<file path="src/rtl/mult_pkg.sv">
// Shared definitions for the sequential multiplier: FSM state encodings and
// product-width helper.
package mult_pkg;

    localparam logic [1:0] ST_IDLE = 2'd0;
    localparam logic [1:0] ST_RUN  = 2'd1;
    localparam logic [1:0] ST_DONE = 2'd2;

    function automatic int prod_width(input int w);
        return 2 * w;
    endfunction

endpackage

</file>
<file path="src/rtl/mult_step.sv">
// One shift-add/subtract row: adds (or, on the signed MSB step, subtracts) the
// extended multiplicand into the accumulator and shifts right by one. Combinational.
module mult_step #(
    parameter int WIDTH = 16
) (
    input  logic [WIDTH:0]   acc,
    input  logic [WIDTH-1:0] x_r,
    input  logic             y_bit,
    input  logic             mode_r,
    input  logic             is_msb,
    output logic [WIDTH:0]   acc_next,
    output logic             shift_out
);

    logic [WIDTH:0]   x_ext;
    logic [WIDTH+1:0] term;
    logic [WIDTH+1:0] sum;

    always_comb begin
        x_ext = {mode_r & x_r[WIDTH-1], x_r};
        term  = y_bit ? {x_ext[WIDTH], x_ext} : '0;
        // The signed multiplier MSB carries negative weight.
        if (mode_r && is_msb) begin
            sum = {acc[WIDTH], acc} - term;
        end else begin
            sum = {acc[WIDTH], acc} + term;
        end
        acc_next  = sum[WIDTH+1:1];
        shift_out = sum[0];
    end

endmodule

</file>
<file path="src/rtl/seq_multiplier.sv">
// Sequential WIDTH x WIDTH multiplier, one multiplier bit per cycle; done pulses
// WIDTH edges after start is sampled. start is ignored while busy.
module seq_multiplier
    import mult_pkg::*;
#(
    parameter int WIDTH = 16,
    parameter int CNT_W = $clog2(WIDTH)
) (
    input  logic                 clk,
    input  logic                 rst,
    input  logic                 start,
    input  logic                 signed_mode,
    input  logic [WIDTH-1:0]     x,
    input  logic [WIDTH-1:0]     y,
    output logic                 busy,
    output logic                 done,
    output logic [2*WIDTH-1:0]   product
);

    localparam int PW = prod_width(WIDTH);

    logic [1:0]       state_q,   state_d;
    logic [CNT_W-1:0] count_q,   count_d;
    logic [WIDTH-1:0] x_q,       x_d;
    logic [WIDTH-1:0] y_q,       y_d;
    logic [WIDTH:0]   acc_q,     acc_d;
    logic             mode_q,    mode_d;
    logic [PW-1:0]    product_q, product_d;

    logic [WIDTH:0]   acc_next;
    logic             shift_out;
    logic             is_msb;

    assign is_msb = (count_q == CNT_W'(WIDTH - 1));

    mult_step #(.WIDTH(WIDTH)) u_step (
        .acc       (acc_q),
        .x_r       (x_q),
        .y_bit     (y_q[0]),
        .mode_r    (mode_q),
        .is_msb    (is_msb),
        .acc_next  (acc_next),
        .shift_out (shift_out)
    );

    always_comb begin
        state_d   = state_q;
        count_d   = count_q;
        x_d       = x_q;
        y_d       = y_q;
        acc_d     = acc_q;
        mode_d    = mode_q;
        product_d = product_q;
        case (state_q)
            ST_IDLE, ST_DONE: begin
                if (start) begin
                    x_d     = x;
                    y_d     = y;
                    mode_d  = signed_mode;
                    acc_d   = '0;
                    count_d = '0;
                    state_d = ST_RUN;
                end else begin
                    state_d = ST_IDLE;
                end
            end
            ST_RUN: begin
                // Low product bits collect in y as the multiplier bits retire.
                acc_d   = acc_next;
                y_d     = {shift_out, y_q[WIDTH-1:1]};
                count_d = count_q + 1'b1;
                if (is_msb) begin
                    state_d   = ST_DONE;
                    product_d = {acc_next[WIDTH-1:0], shift_out, y_q[WIDTH-1:1]};
                end
            end
            default: state_d = ST_IDLE;
        endcase
    end

    always_ff @(posedge clk) begin
        if (rst) begin
            state_q   <= ST_IDLE;
            count_q   <= '0;
            x_q       <= '0;
            y_q       <= '0;
            acc_q     <= '0;
            mode_q    <= 1'b0;
            product_q <= '0;
        end else begin
            state_q   <= state_d;
            count_q   <= count_d;
            x_q       <= x_d;
            y_q       <= y_d;
            acc_q     <= acc_d;
            mode_q    <= mode_d;
            product_q <= product_d;
        end
    end

    assign busy    = (state_q == ST_RUN);
    assign done    = (state_q == ST_DONE);
    assign product = product_q;

endmodule
</file>
<file path="config.mk">
export PLATFORM = sky130hd
export DESIGN_NAME = seq_multiplier
export DESIGN_NICKNAME = d
export VERILOG_FILES = /design/src/rtl/mult_pkg.sv /design/src/rtl/mult_step.sv /design/src/rtl/seq_multiplier.sv
export SDC_FILE = /design/constraint.sdc
export NUM_CORES = 1
export LEC_CHECK = 0
export CORE_MARGIN = 1.5
export CORE_UTILIZATION = 49
export CTS_CLUSTER_DIAMETER = 60
export CTS_CLUSTER_SIZE = 12
export DETAILED_ROUTE_END_ITERATION = 8
export PLACE_DENSITY = 0.76
export SYNTH_ARGS = -nofsm -noshare
export SYNTH_HDL_FRONTEND = slang
export SYNTH_SLANG_ARGS = --single-unit
</file>
<file path="constraint.sdc">
create_clock -name clk -period 3.4 [get_ports clk]
set_input_delay 0.34 -clock clk [delete_from_list [all_inputs] [get_ports clk]]
set_output_delay 0.34 -clock clk [all_outputs]
set_load 0.01 [all_outputs]
</file>
* After elaboration in Yosys (flattened, before gate mapping) *
Cells that the tools add are included.

operators by class
  $add $sub $neg = 3
  equality and inequality tests = 5
  mux-type cells = 11
  bitwise logic cells = 1
  reductions and logical operators = 7

operators by type and width
  cell                                           count
  2-to-1 mux 18 bit                              2
  one-hot mux 17 bit (2 select lines)            1
  one-hot mux 16 bit (2 select lines)            1
  adder 18 bit                                   1
  subtractor 18 bit                              1
  2-to-1 mux 17 bit                              1
  2-to-1 mux 16 bit                              1
  one-hot mux 4 bit (2 select lines)             1
  AND reduction 2 bit                            3
  adder 4 x 1 -> 4 bit, second input constant    1
  == test 4 bit, second input constant           1
  2-to-1 mux 4 bit                               1
  one-hot mux 2 bit (2 select lines)             1
  == test 2 x 1 -> 1 bit, second input constant  1
  == test 2 bit, second input constant           1
  zero test 2 bit                                1
  2-to-1 mux 2 bit                               1
  != test 2 x 1 -> 1 bit, second input constant  1
  != test 2 bit, second input constant           1
  nonzero test 2 bit                             1
  OR reduction 2 bit                             1
  bitwise AND 1 bit                              1
  logical AND 1 bit                              1
  2-to-1 mux 1 bit                               1

storage, ports and cells
  register bits after elaboration = 88
  logic and storage cells = 34

* Depth between registers and ports, before layout *
Gate-level depths: netlist of run 1.

  depth after elaboration = 5
  gate-level depth with buffers = 18
  gate-level depth less buffers = 15

* Hierarchy *
Synthesis of run 1 repeated with hierarchy kept, for this count alone.

unflattened totals
  cell total of the unflattened synthesis = 514
  area, all modules = 4419.2 µm²

modules (own cells, without submodules)
  module          instances  cells an instance  area an instance (µm²)  seq. area each (µm²)
  seq_multiplier  1          325                3150.5                  1761.7
  mult_step       1          189                1268.7                  0.0

* Worst setup path before layout of run 1 *
Ideal clock, no wire load.

  path type = reg2reg
  from = register y_q[0]
  to = register product_q[29], in the netlist product[29]
  data arrival time = 3.321 ns
  data required time = 3.314 ns
  slack = -0.006 ns
  stages on the path, launching flop included = 16
  path buffers = 2
  period minus slack after synthesis = 3.406 ns
  cell sequence = dfxtp_1 buf_2 clkbuf_1 nand2_1 ha_1 nor2_1 nor2_1 a31oi_1 o21ai_0 ha_1 a21oi_1 o211ai_1 a221oi_1 mux2_2 xnor2_1 a211oi_1

on the way
  cells in the longest elaborated chain, start to end = 3

ends and longest elaborated chain
  item                                               line                              RTL
  start, declared                                    seq_multiplier.sv:25              logic [WIDTH-1:0] y_q, y_d;
  start signal, assigned                             seq_multiplier.sv:94              y_q <= y_d;
  2-to-1 mux 18 bit (*)                              mult_step.sv:21                   term = y_bit ? {x_ext[WIDTH], x_ext} : '0;
  adder 18 bit or subtractor 18 bit (tied branches)  mult_step.sv:26, mult_step.sv:24
  2-to-1 mux 18 bit (*)                              mult_step.sv:23                   if (mode_r && is_msb) begin
  end signal, assigned                               seq_multiplier.sv:97              product_q <= product_d;
  end, declared                                      seq_multiplier.sv:28              logic [PW-1:0] product_q, product_d;

Mark *: on every way between the ends. The rest lies on a longest branch, timed or not.
A chain may end at the register's enable or synchronous reset.

* Final worst setup path of run 1 *
  from = register x_q[1]
  to = register acc_q[15]

on the way
  cells in the longest elaborated chain, start to end = 4

ends and longest elaborated chain
  item                                               line                              RTL
  start, declared                                    seq_multiplier.sv:24              logic [WIDTH-1:0] x_q, x_d;
  start signal, assigned                             seq_multiplier.sv:85              x_q <= '0;
  start signal, assigned                             seq_multiplier.sv:93              x_q <= x_d;
  2-to-1 mux 18 bit (*)                              mult_step.sv:21
  adder 18 bit or subtractor 18 bit (tied branches)  mult_step.sv:26, mult_step.sv:24
  2-to-1 mux 18 bit (*)                              mult_step.sv:23
  one-hot mux 17 bit (2 select lines) (*)            seq_multiplier.sv:54              case (state_q)
  end signal, assigned                               seq_multiplier.sv:87              acc_q <= '0;
  end signal, assigned                               seq_multiplier.sv:95              acc_q <= acc_d;
  end, declared                                      seq_multiplier.sv:26              logic [WIDTH:0] acc_q, acc_d;

Marks and branches as above.

==> reports/summary.md, run 1 <==
* **clock latency on the worst-skew pair** 370 ps
* **global-route wire length before repair** 20010 um
* **max-slew headroom at the worst pin** 0.2823
* **final worst hold slack** 454.5 ps
* **final net count** 720
* **max cap viols** 0
* **weighted congestion reported at the end of routability-driven placement** 0.9230
* **sink of the worst hold path** product[26]
* **crit path setup slack, layout** -20.34 ps
* **CTS H-tree depth** 3
* **Yosys cell types** 53
* **post-layout min period** 3420 ps
* **post-synthesis sequential area ratio** 0.3850
* **Main synth FF type** sky130_fd_sc_hd__dfxtp_1
* **post-route antenna net violation count** 0
* **Placement Cell Area** 5483 um2
* **fraction of final layout cells with drive strength greater than 1** 0.1420
* **core region area** 9153 um2
* **RSZ-0062 raised after global routing** yes
* **Leak Pwr** 2.163 nW
* **worst reg2reg path startpoint** x_q[1]
* **type of origin of the critical path** flip-flop
* **fin area** 5899 um2
* **DR iter-0 viols** 208
* **adder-cell share of the synthesized area** 0.05633
* **sequential group share of total power** 0.322
* **power per standard cell area** 621.8 nW/um2
* **via count of the first global-routing pass** 4362
* **ant diodes** 0
* **pin count of the biggest net entering global routing** 59
* **Post-Syn Instances** 587
* **number of antenna violations at the first check in global routing** 0
* **switching power as a share of total power** 0.3919
* **combinational group share of total power** 0.485
* **highest net fanout along the worst path** 4
* **part of the total power dissipated in the clock network** 0.193
* **Horiz. Die Dim** 99.64 um
* **first-pass iteration count of the detailed router** 5
* **path type of the worst setup path** flip-flop to flip-flop
* **most frequent cells in the layout** sky130_fd_sc_hd__nand2_1, sky130_fd_sc_hd__dfxtp_1, sky130_fd_sc_hd__a21oi_1
* **logic depth of the worst register-to-register path** 13
* **sw power** 1.438 mW
* **post-detailed-route wirelength per cell** 15.89 um
* **Final Hold Fails** 0
* **simple-gate share of the synthesized area** 0.2360
* **TritonCTS clock tree** built
* **violations in the final reports** negative setup slack
* **final worst path period share** 1.006
* **total length of routed wires** 12400 um
* **average size of a mapped cell** 7.795 um2
* **clock sinks** 88
* **overall die height** 99.64 um
* **required time of the worst setup path** 3650 ps
* **Worst VDD drop** 408.6 uV
* **skew final** 15.16 ps
* **number of buffers added by the clock tree synthesis step** 9
* **parity-gate share of the synthesized area counting xor and xnor cells** 0.04211
* **total number of yosys warnings** 0
* **maximum clock insertion buffer count** 2
* **cell at the root of the clock tree** sky130_fd_sc_hd__clkbuf_8
* **worst min-delay path class** flip-flop to flip-flop
* **Die Area** 9927 um2
* **count of boundary I/O pins** 70
* **type of element capturing the critical path** flip-flop
* **fillcell total** 783
* **number of synthesized flops with an enable pin** 0
* **clock slew at the register clock pins of the worst setup and hold paths** 110 ps
* **total routing usage reported by global routing** 0.2495
* **FF+latch count, synth** 88
* **Critical R2R Capture** acc_q[15]
* **CP arrival** 3670 ps
* **Setup violations, final** 1
* **number of input and output port buffers inserted** 69
* **summed instance area of the synthesized netlist** 4576 um2
* **Register-to-Register Setup Slack** -20 ps
* **layout overhead on the synthesized area** 28.93%
* **Max Fclk** 0.2924 GHz
* **cell internal power dissipation** 2.231 mW
* **share of the synthesized area in compound gates (AO/OA/AOI/OAI)** 0.2357
* **net count after synthesis** 643
* **number of core rows** 35
* **final slew viol count** 0
* **main combinational cell family by area after synthesis** simple AND/OR/NAND/NOR gates
* **hold bufs inserted after CTS** 0
* **run status** finished with violations
* **multiplexer share of the synthesized area** 0.002461
* **DRC viols** 0
* **transition at the pin with the smallest max-transition slack** 1077 ps
* **asr flop ratio synth** 0
* **DP HPWL** 8425 um
* **ratio of routed vias to standard cells** 5.776
* **hold path startpoint** product[26]
* **initial core utilization** 0.4999
* **vias** 4505
* **commonest non-fill, non-tap cell in the layout** sky130_fd_sc_hd__nand2_1
* **instance count along the most critical hold path** 2
* **aggregate global routing overflow** 0
-- routing by layer --
layer / GRT usage / wire (um) / up-vias
met4: 0.08667 / 322 / 0
met2: 0.4173 / 5996 / 164
met3: 0.06817 / 793 / 34
li1: - / - / 2233
met5: 0 / 0 / -
met1: 0.3103 / 5283 / 2074
-- worst max-delay path by stage --
| stage | cells past startpoint | start | endpoint | slack [ps] |
|---|---|---|---|---|
| after floorplan | 17 | y_q[0] | acc_q[15] | 5 |
| after global placement | 14 | count_q[0] | product[30] | 80 |
| after detailed placement | 14 | count_q[0] | product[30] | -50 |
| after CTS | 14 | count_q[0] | product[29] | 4 |
| after global routing | 13 | x_q[1] | acc_q[15] | -180 |
| final | 13 | x_q[1] | acc_q[15] | -20 |
-- layout make-up --
class	instances	area, um2	share of cell area
clock buffer	9	123.9	0.02100
timing repair buffer	107	974.7	0.1652
clock inverter	7	60.06	0.01018
sequential	88	1765	0.2993
multi-input combinational	450	2806	0.4757
inverter	8	30.03	0.005090
tap	111	138.9	0.02354
-- registers in the layout, summed over array words and instances (netlist names) --
| name | flops |
|---|---|
| mode_q | 1 |
| product | 32 |
| y_q | 16 |
| acc_q | 17 |
| x_q | 16 |
| state_q | 2 |
| count_q | 4 |
-- kinds of logic after synthesis --
| family | Yosys count |
|---|---|
| AO/OA/AOI/OAI | 173 |
| XOR/XNOR | 22 |
| adder cells (fa/ha/maj) | 20 |
| buffers and inverters | 49 |
| flip-flops | 88 |
| multiplexers | 1 |
| AND/OR/NAND/NOR | 234 |
-- power by group through the flow --
stage	Clock [mW]	Combinational (mW)	Sequential (mW)
floorplan	0	0.991	1.17
global placement	0	1.38	1.20
detailed placement	0	1.41	1.20
CTS	0.719	1.47	1.17
global route	0.770	1.92	1.19
finish	0.706	1.78	1.18
-- worst max-delay path, cell delays in order (launching register included) --
cell and delay (ps):
sky130_fd_sc_hd__dfxtp_2 340, sky130_fd_sc_hd__or4_4 570, sky130_fd_sc_hd__nor4_4 280, sky130_fd_sc_hd__nand2_1 120, sky130_fd_sc_hd__o311a_1 380, sky130_fd_sc_hd__xor2_1 160
sky130_fd_sc_hd__ha_1 370, sky130_fd_sc_hd__a21o_1 220, sky130_fd_sc_hd__a221oi_2 230, sky130_fd_sc_hd__o21ai_1 100, sky130_fd_sc_hd__a21oi_1 180, sky130_fd_sc_hd__o21ai_2 130
sky130_fd_sc_hd__nand2_1 130, sky130_fd_sc_hd__o311ai_2 110
-- timing repair --
| item | in CTS | in global routing |
|---|---|---|
| endpoints found under the setup margin | 6 | 18 |
| pin swaps | 1 | 21 |
| setup buffers | 1 | 6 |
| gates resized for setup | 6 | 44 |
| endpoints found under the hold margin | 0 | 0 |
-- cells in the mapped netlist, types with 2 or more instances --
library cell | instances | area share
sky130_fd_sc_hd__nand2_1 | 128 | 0.11
sky130_fd_sc_hd__dfxtp_1 | 88 | 0.39
sky130_fd_sc_hd__a21oi_1 | 77 | 0.084
sky130_fd_sc_hd__nor2_1 | 40 | 0.033
sky130_fd_sc_hd__clkbuf_1 | 34 | 0.028
sky130_fd_sc_hd__a22oi_1 | 25 | 0.041
sky130_fd_sc_hd__ha_1 | 19 | 0.052
sky130_fd_sc_hd__o21ai_0 | 19 | 0.021
sky130_fd_sc_hd__nand3_1 | 12 | 0.013
sky130_fd_sc_hd__xnor2_1 | 11 | 0.021
sky130_fd_sc_hd__xor2_1 | 11 | 0.021
sky130_fd_sc_hd__nand4b_1 | 8 | 0.015
sky130_fd_sc_hd__inv_1 | 7 | 0.0057
sky130_fd_sc_hd__nand2b_1 | 7 | 0.0096
sky130_fd_sc_hd__nor3_1 | 7 | 0.0077
sky130_fd_sc_hd__o21a_1 | 7 | 0.011
sky130_fd_sc_hd__a21o_1 | 6 | 0.0098
sky130_fd_sc_hd__nand3b_1 | 6 | 0.0098
sky130_fd_sc_hd__a211oi_1 | 5 | 0.0082
sky130_fd_sc_hd__buf_2 | 5 | 0.0055
sky130_fd_sc_hd__o31ai_1 | 5 | 0.0082
sky130_fd_sc_hd__a221oi_1 | 4 | 0.0077
sky130_fd_sc_hd__and3_1 | 4 | 0.0055
sky130_fd_sc_hd__nor2b_1 | 4 | 0.0055
sky130_fd_sc_hd__o311ai_0 | 4 | 0.0077
sky130_fd_sc_hd__a31oi_1 | 3 | 0.0041
sky130_fd_sc_hd__and2_1 | 3 | 0.0041
sky130_fd_sc_hd__nor4_1 | 3 | 0.0041
sky130_fd_sc_hd__o211ai_1 | 3 | 0.0049
sky130_fd_sc_hd__or4_1 | 3 | 0.0049
sky130_fd_sc_hd__nand4_1 | 2 | 0.0027
sky130_fd_sc_hd__nor3b_1 | 2 | 0.0033
sky130_fd_sc_hd__o2111ai_1 | 2 | 0.0038
sky130_fd_sc_hd__o21bai_1 | 2 | 0.0033
sky130_fd_sc_hd__o311ai_1 | 2 | 0.0038
sky130_fd_sc_hd__o41ai_1 | 2 | 0.0038
-- stage by stage --
stage                     setup slack [ps]  power (mW)  utilization  setup TNS [ps]  instances
after floorplan                      4.996       2.166            -               0        587
after global placement               84.88       2.577       0.5990               0        757
after detailed placement            -45.24       2.612       0.5990          -183.9        757
after CTS                            3.697       3.363       0.6211               0        774
after global routing                -175.2       3.883       0.6446          -661.3        780
final                               -20.34       3.668       0.6446          -20.34        780
(Power assumes the default switching activity.)
==> run 2: changes to the inputs <==
--- a/config.mk
+++ b/config.mk
@@ -5,12 +5,16 @@
 export SDC_FILE = /design/constraint.sdc
 export NUM_CORES = 1
 export LEC_CHECK = 0
+export ABC_AREA = 1
+export CELL_PAD_IN_SITES_DETAIL_PLACEMENT = 1
+export CELL_PAD_IN_SITES_GLOBAL_PLACEMENT = 2
 export CORE_MARGIN = 1.5
-export CORE_UTILIZATION = 49
+export CORE_UTILIZATION = 27
 export CTS_CLUSTER_DIAMETER = 60
 export CTS_CLUSTER_SIZE = 12
 export DETAILED_ROUTE_END_ITERATION = 8
-export PLACE_DENSITY = 0.76
+export PLACE_DENSITY = 0.75
+export SKIP_CTS_REPAIR_TIMING = 1
 export SYNTH_ARGS = -nofsm -noshare
 export SYNTH_HDL_FRONTEND = slang
 export SYNTH_SLANG_ARGS = --single-unit
==> run 2 against run 1 <==
Net effect: register-to-register slack better by 330 ps; fmax is 11% higher; flip-flop and latch count stayed put; power is 2.6% lower; global-route usage is 8.5 points lower; sequential power hardly changed; setup slack better by 330 ps; critical path depth is 4 higher; final cell count is 24% higher; clock skew is 7.4 ps lower; the run now ends clean.
==> reports/summary.md, run 2 <==
* **Post-Route Setup TNS** 0 ps
* **commonest non-fill, non-tap cell in the layout** sky130_fd_sc_hd__nand2_1
* **DR iter-0 viols** 179
* **part of the total power dissipated in the clock network** 0.305
* **summed instance area of the synthesized netlist** 4727 um2
* **cell at the root of the clock tree** sky130_fd_sc_hd__clkbuf_16
* **family of cells with the greatest summed delay on the critical path** simple AND/OR/NAND/NOR gates
* **asr flop ratio synth** 0
* **fraction of final layout cells with drive strength greater than 1** 0.09177
* **DRC viols** 0
* **area fraction of the dominant cell type after synthesis** 0.3727
* **worst reg2reg path startpoint** y_q[0]
* **Final Hold Fails** 0
* **cell with the most instances after synthesis** sky130_fd_sc_hd__nand2_1
* **topmost layer with routed signal wires** met4
* **required time of the worst setup path** 3680 ps
* **sw power** 1.350 mW
* **worst setup path startpoint** y_q[0]
* **final net count** 792
* **transition at the pin with the smallest max-transition slack** 965.4 ps
* **detailed-routed wire length on met3** 324 um
* **combinational group share of total power** 0.371
* **buffering stage count on the worst path with inverters included** 2
* **vias** 4492
* **worst min-delay path class** flip-flop to flip-flop
* **number of buffers added by the clock tree synthesis step** 9
* **aggregate global routing overflow** 0
* **skew final** 7.781 ps
* **power consumption** 3.574 mW
* **weighted congestion reported at the end of routability-driven placement** 0.8322
* **count of boundary I/O pins** 70
* **post-detailed-route wirelength per cell** 14.90 um
* **clock latency on the worst-skew pair** 350 ps
* **Main synth FF type** sky130_fd_sc_hd__dfxtp_1
* **critical path's most frequent cell** sky130_fd_sc_hd__nand2_1
* **post-route antenna net violation count** 0
* **total length of routed wires** 14400 um
* **DP HPWL** 10830 um
* **post-synthesis sequential area ratio** 0.3727
* **average size of a mapped cell** 7.034 um2
* **post-layout min period** 3095 ps
* **Worst VDD drop** 241.3 uV
* **clock slew at the register clock pins of the worst setup and hold paths** 70 ps
* **total routing usage reported by global routing** 0.1646
* **number of synthesized flops with an enable pin** 0
* **final slew viol count** 0
* **max-slew headroom at the worst pin** 0.3557
* **initial core utilization** 0.2752
* **Yosys cell types** 37
* **multiplexer share of the synthesized area** 0
* **CP peak stage delay** 400 ps
* **number of input and output port buffers inserted** 69
* **CTS H-tree depth** 3
* **TritonCTS clock tree** built
* **most frequent cells in the layout** sky130_fd_sc_hd__nand2_1, sky130_fd_sc_hd__nor2_1, sky130_fd_sc_hd__dfxtp_1
* **cell internal power dissipation** 2.224 mW
* **max reg flops** 32
* **Register-to-Register Setup Slack** 310 ps
* **core region area** 17180 um2
* **adder-cell share of the synthesized area** 0.05453
* **overall die height** 135.3 um
* **M1 wire length** 7002 um
* **ordered list of cells on the worst path** buf_4 -> nand2_1 -> nand3_1 -> or2_4 -> nor2_4 -> nand2_2 -> nand2_2 -> xor2_1 -> inv_1 -> ha_1 -> nand2_1 -> nor2_1 -> nand4_1 -> nand3b_1 -> xor2_1 -> nand2_1 -> a21oi_1
* **power per standard cell area** 596.1 nW/um2
* **number of antenna violations at the first check in global routing** 0
* **type of element capturing the critical path** flip-flop
* **Horiz. Die Dim** 135.3 um
* **Leak Pwr** 2.551 nW
* **fin area** 5996 um2
* **Die Area** 18310 um2
* **simple-gate share of the synthesized area** 0.2941
* **ratio of routed vias to standard cells** 4.650
* **ant diodes** 0
* **Setup violations, final** 0
* **routed wire length on met2** 6896 um
* **CP arrival** 3370 ps
* **max cap viols** 0
* **main combinational cell family by area after synthesis** simple AND/OR/NAND/NOR gates
* **hold path startpoint** acc_q[13]
* **global-route wire length before repair** 23740 um
* **RSZ-0062 raised after global routing** no
* **Max Fclk** 0.3231 GHz
* **Placement Cell Area** 5635 um2
* **path type of the worst setup path** flip-flop to flip-flop
* **run status** finished, final reports clean
* **via count of the first global-routing pass** 4727
* **net count after synthesis** 728
* **switching power as a share of total power** 0.3778
* **maximum clock insertion buffer count** 2
* **number of core rows** 48
* **first-pass iteration count of the detailed router** 4
* **layout overhead on the synthesized area** 26.84%
* **Post-Syn Instances** 672
* **highest net fanout along the worst path** 17
* **cell types occupying the most area after synthesis** sky130_fd_sc_hd__dfxtp_1, sky130_fd_sc_hd__nand2_1, sky130_fd_sc_hd__nor2_1, sky130_fd_sc_hd__ha_1, sky130_fd_sc_hd__inv_1
* **FF+latch count, synth** 88
* **type of origin of the critical path** flip-flop
* **final worst path period share** 0.9102
* **total number of yosys warnings** 0
* **cell accounting for the most synthesized area** sky130_fd_sc_hd__dfxtp_1
* **clock sinks** 88
* **pin count of the biggest net entering global routing** 47
* **fillcell total** 2145
* **Commonest cells post-synth** sky130_fd_sc_hd__nand2_1, sky130_fd_sc_hd__nor2_1, sky130_fd_sc_hd__dfxtp_1, sky130_fd_sc_hd__inv_1, sky130_fd_sc_hd__o21ai_0
* **sequential group share of total power** 0.324
* **slowest stage cell on the critical path** sky130_fd_sc_hd__ha_1
* **share of the synthesized area in compound gates (AO/OA/AOI/OAI)** 0.1511
* **parity-gate share of the synthesized area counting xor and xnor cells** 0.04447
[run 2: cell count changes in the layout (fill, tap and decap cells not counted), moves of 11 or more]
| cell | before | now |
|---|---|---|
| sky130_fd_sc_hd__inv_1 | 7 | 63 |
| sky130_fd_sc_hd__a22oi_1 | 25 | 0 |
| sky130_fd_sc_hd__nand2_1 | 127 | 152 |
| sky130_fd_sc_hd__nor2_1 | 37 | 88 |
| sky130_fd_sc_hd__buf_4 | 37 | 12 |
| sky130_fd_sc_hd__nand3_1 | 12 | 37 |
| sky130_fd_sc_hd__o21ai_0 | 12 | 42 |
| sky130_fd_sc_hd__nand2_2 | 1 | 12 |
| sky130_fd_sc_hd__a21oi_1 | 73 | 36 |
[run 2: final cells by class]
class,instances,area (um2),area share
clock inverter,6,91.34,0.01523
tap,225,281.5,0.04695
timing repair buffer,81,775.7,0.1294
multi-input combinational,487,2597,0.4332
inverter,69,259.0,0.04320
sequential,88,1762,0.2938
clock buffer,10,229.0,0.03819
[run 2: cell families (layout without fill, tap and decap cells)]
logic type | Yosys count | count (layout)
adder cells (fa/ha/maj) | 20 | 20
AND/OR/NAND/NOR | 318 | 318
flip-flops | 88 | 88
XOR/XNOR | 24 | 24
AO/OA/AOI/OAI | 125 | 125
buffers and inverters | 97 | 166
[run 2: tightest hold or removal path, delay by kind of cell, from the launching register on]
family | cells | cell delay, ps
AO/OA/AOI/OAI | 1 | 50
flip-flops | 1 | 320
AND/OR/NAND/NOR | 1 | 60
[run 2: final timing paths]
path,to,cells after the start
hold reg to reg,acc_q[13],2
hold / removal,acc_q[13],2
setup reg to reg,acc_q[10],17
setup / recovery,acc_q[10],17
[run 2: per-stage QoR]
| step | util | cells | setup slack, ps | hold slack [ps] |
|---|---|---|---|---|
| 2_1_floorplan | - | 672 | 618.6 | 428.3 |
| 3_3_place_gp | 0.3281 | 948 | 301.2 | 460.0 |
| 3_5_place_dp | 0.3281 | 948 | 222.2 | 462.8 |
| 4_1_cts | 0.3467 | 964 | 203.0 | 480.5 |
| 5_1_grt | 0.3491 | 966 | 4.454 | 495.2 |
| 6_report | 0.3491 | 966 | 305.3 | 474.9 |
[run 2: power by group through the flow]
| stage | Sequential (mW) | Clock, mW | Combinational [mW] |
|---|---|---|---|
| after global placement | 1.18 | 0 | 1.29 |
| after detailed placement | 1.18 | 0 | 1.30 |
| final | 1.16 | 1.09 | 1.33 |
| after global routing | 1.17 | 1.16 | 1.50 |
| after CTS | 1.16 | 1.12 | 1.32 |
| after floorplan | 1.16 | 0 | 0.939 |
[run 2: per-layer routing]
layer	up-vias	GRT usage
met5	-	0
met4	0	0.04839
met3	11	0.02245
met2	53	0.2885
met1	2125	0.2099
li1	2303	-
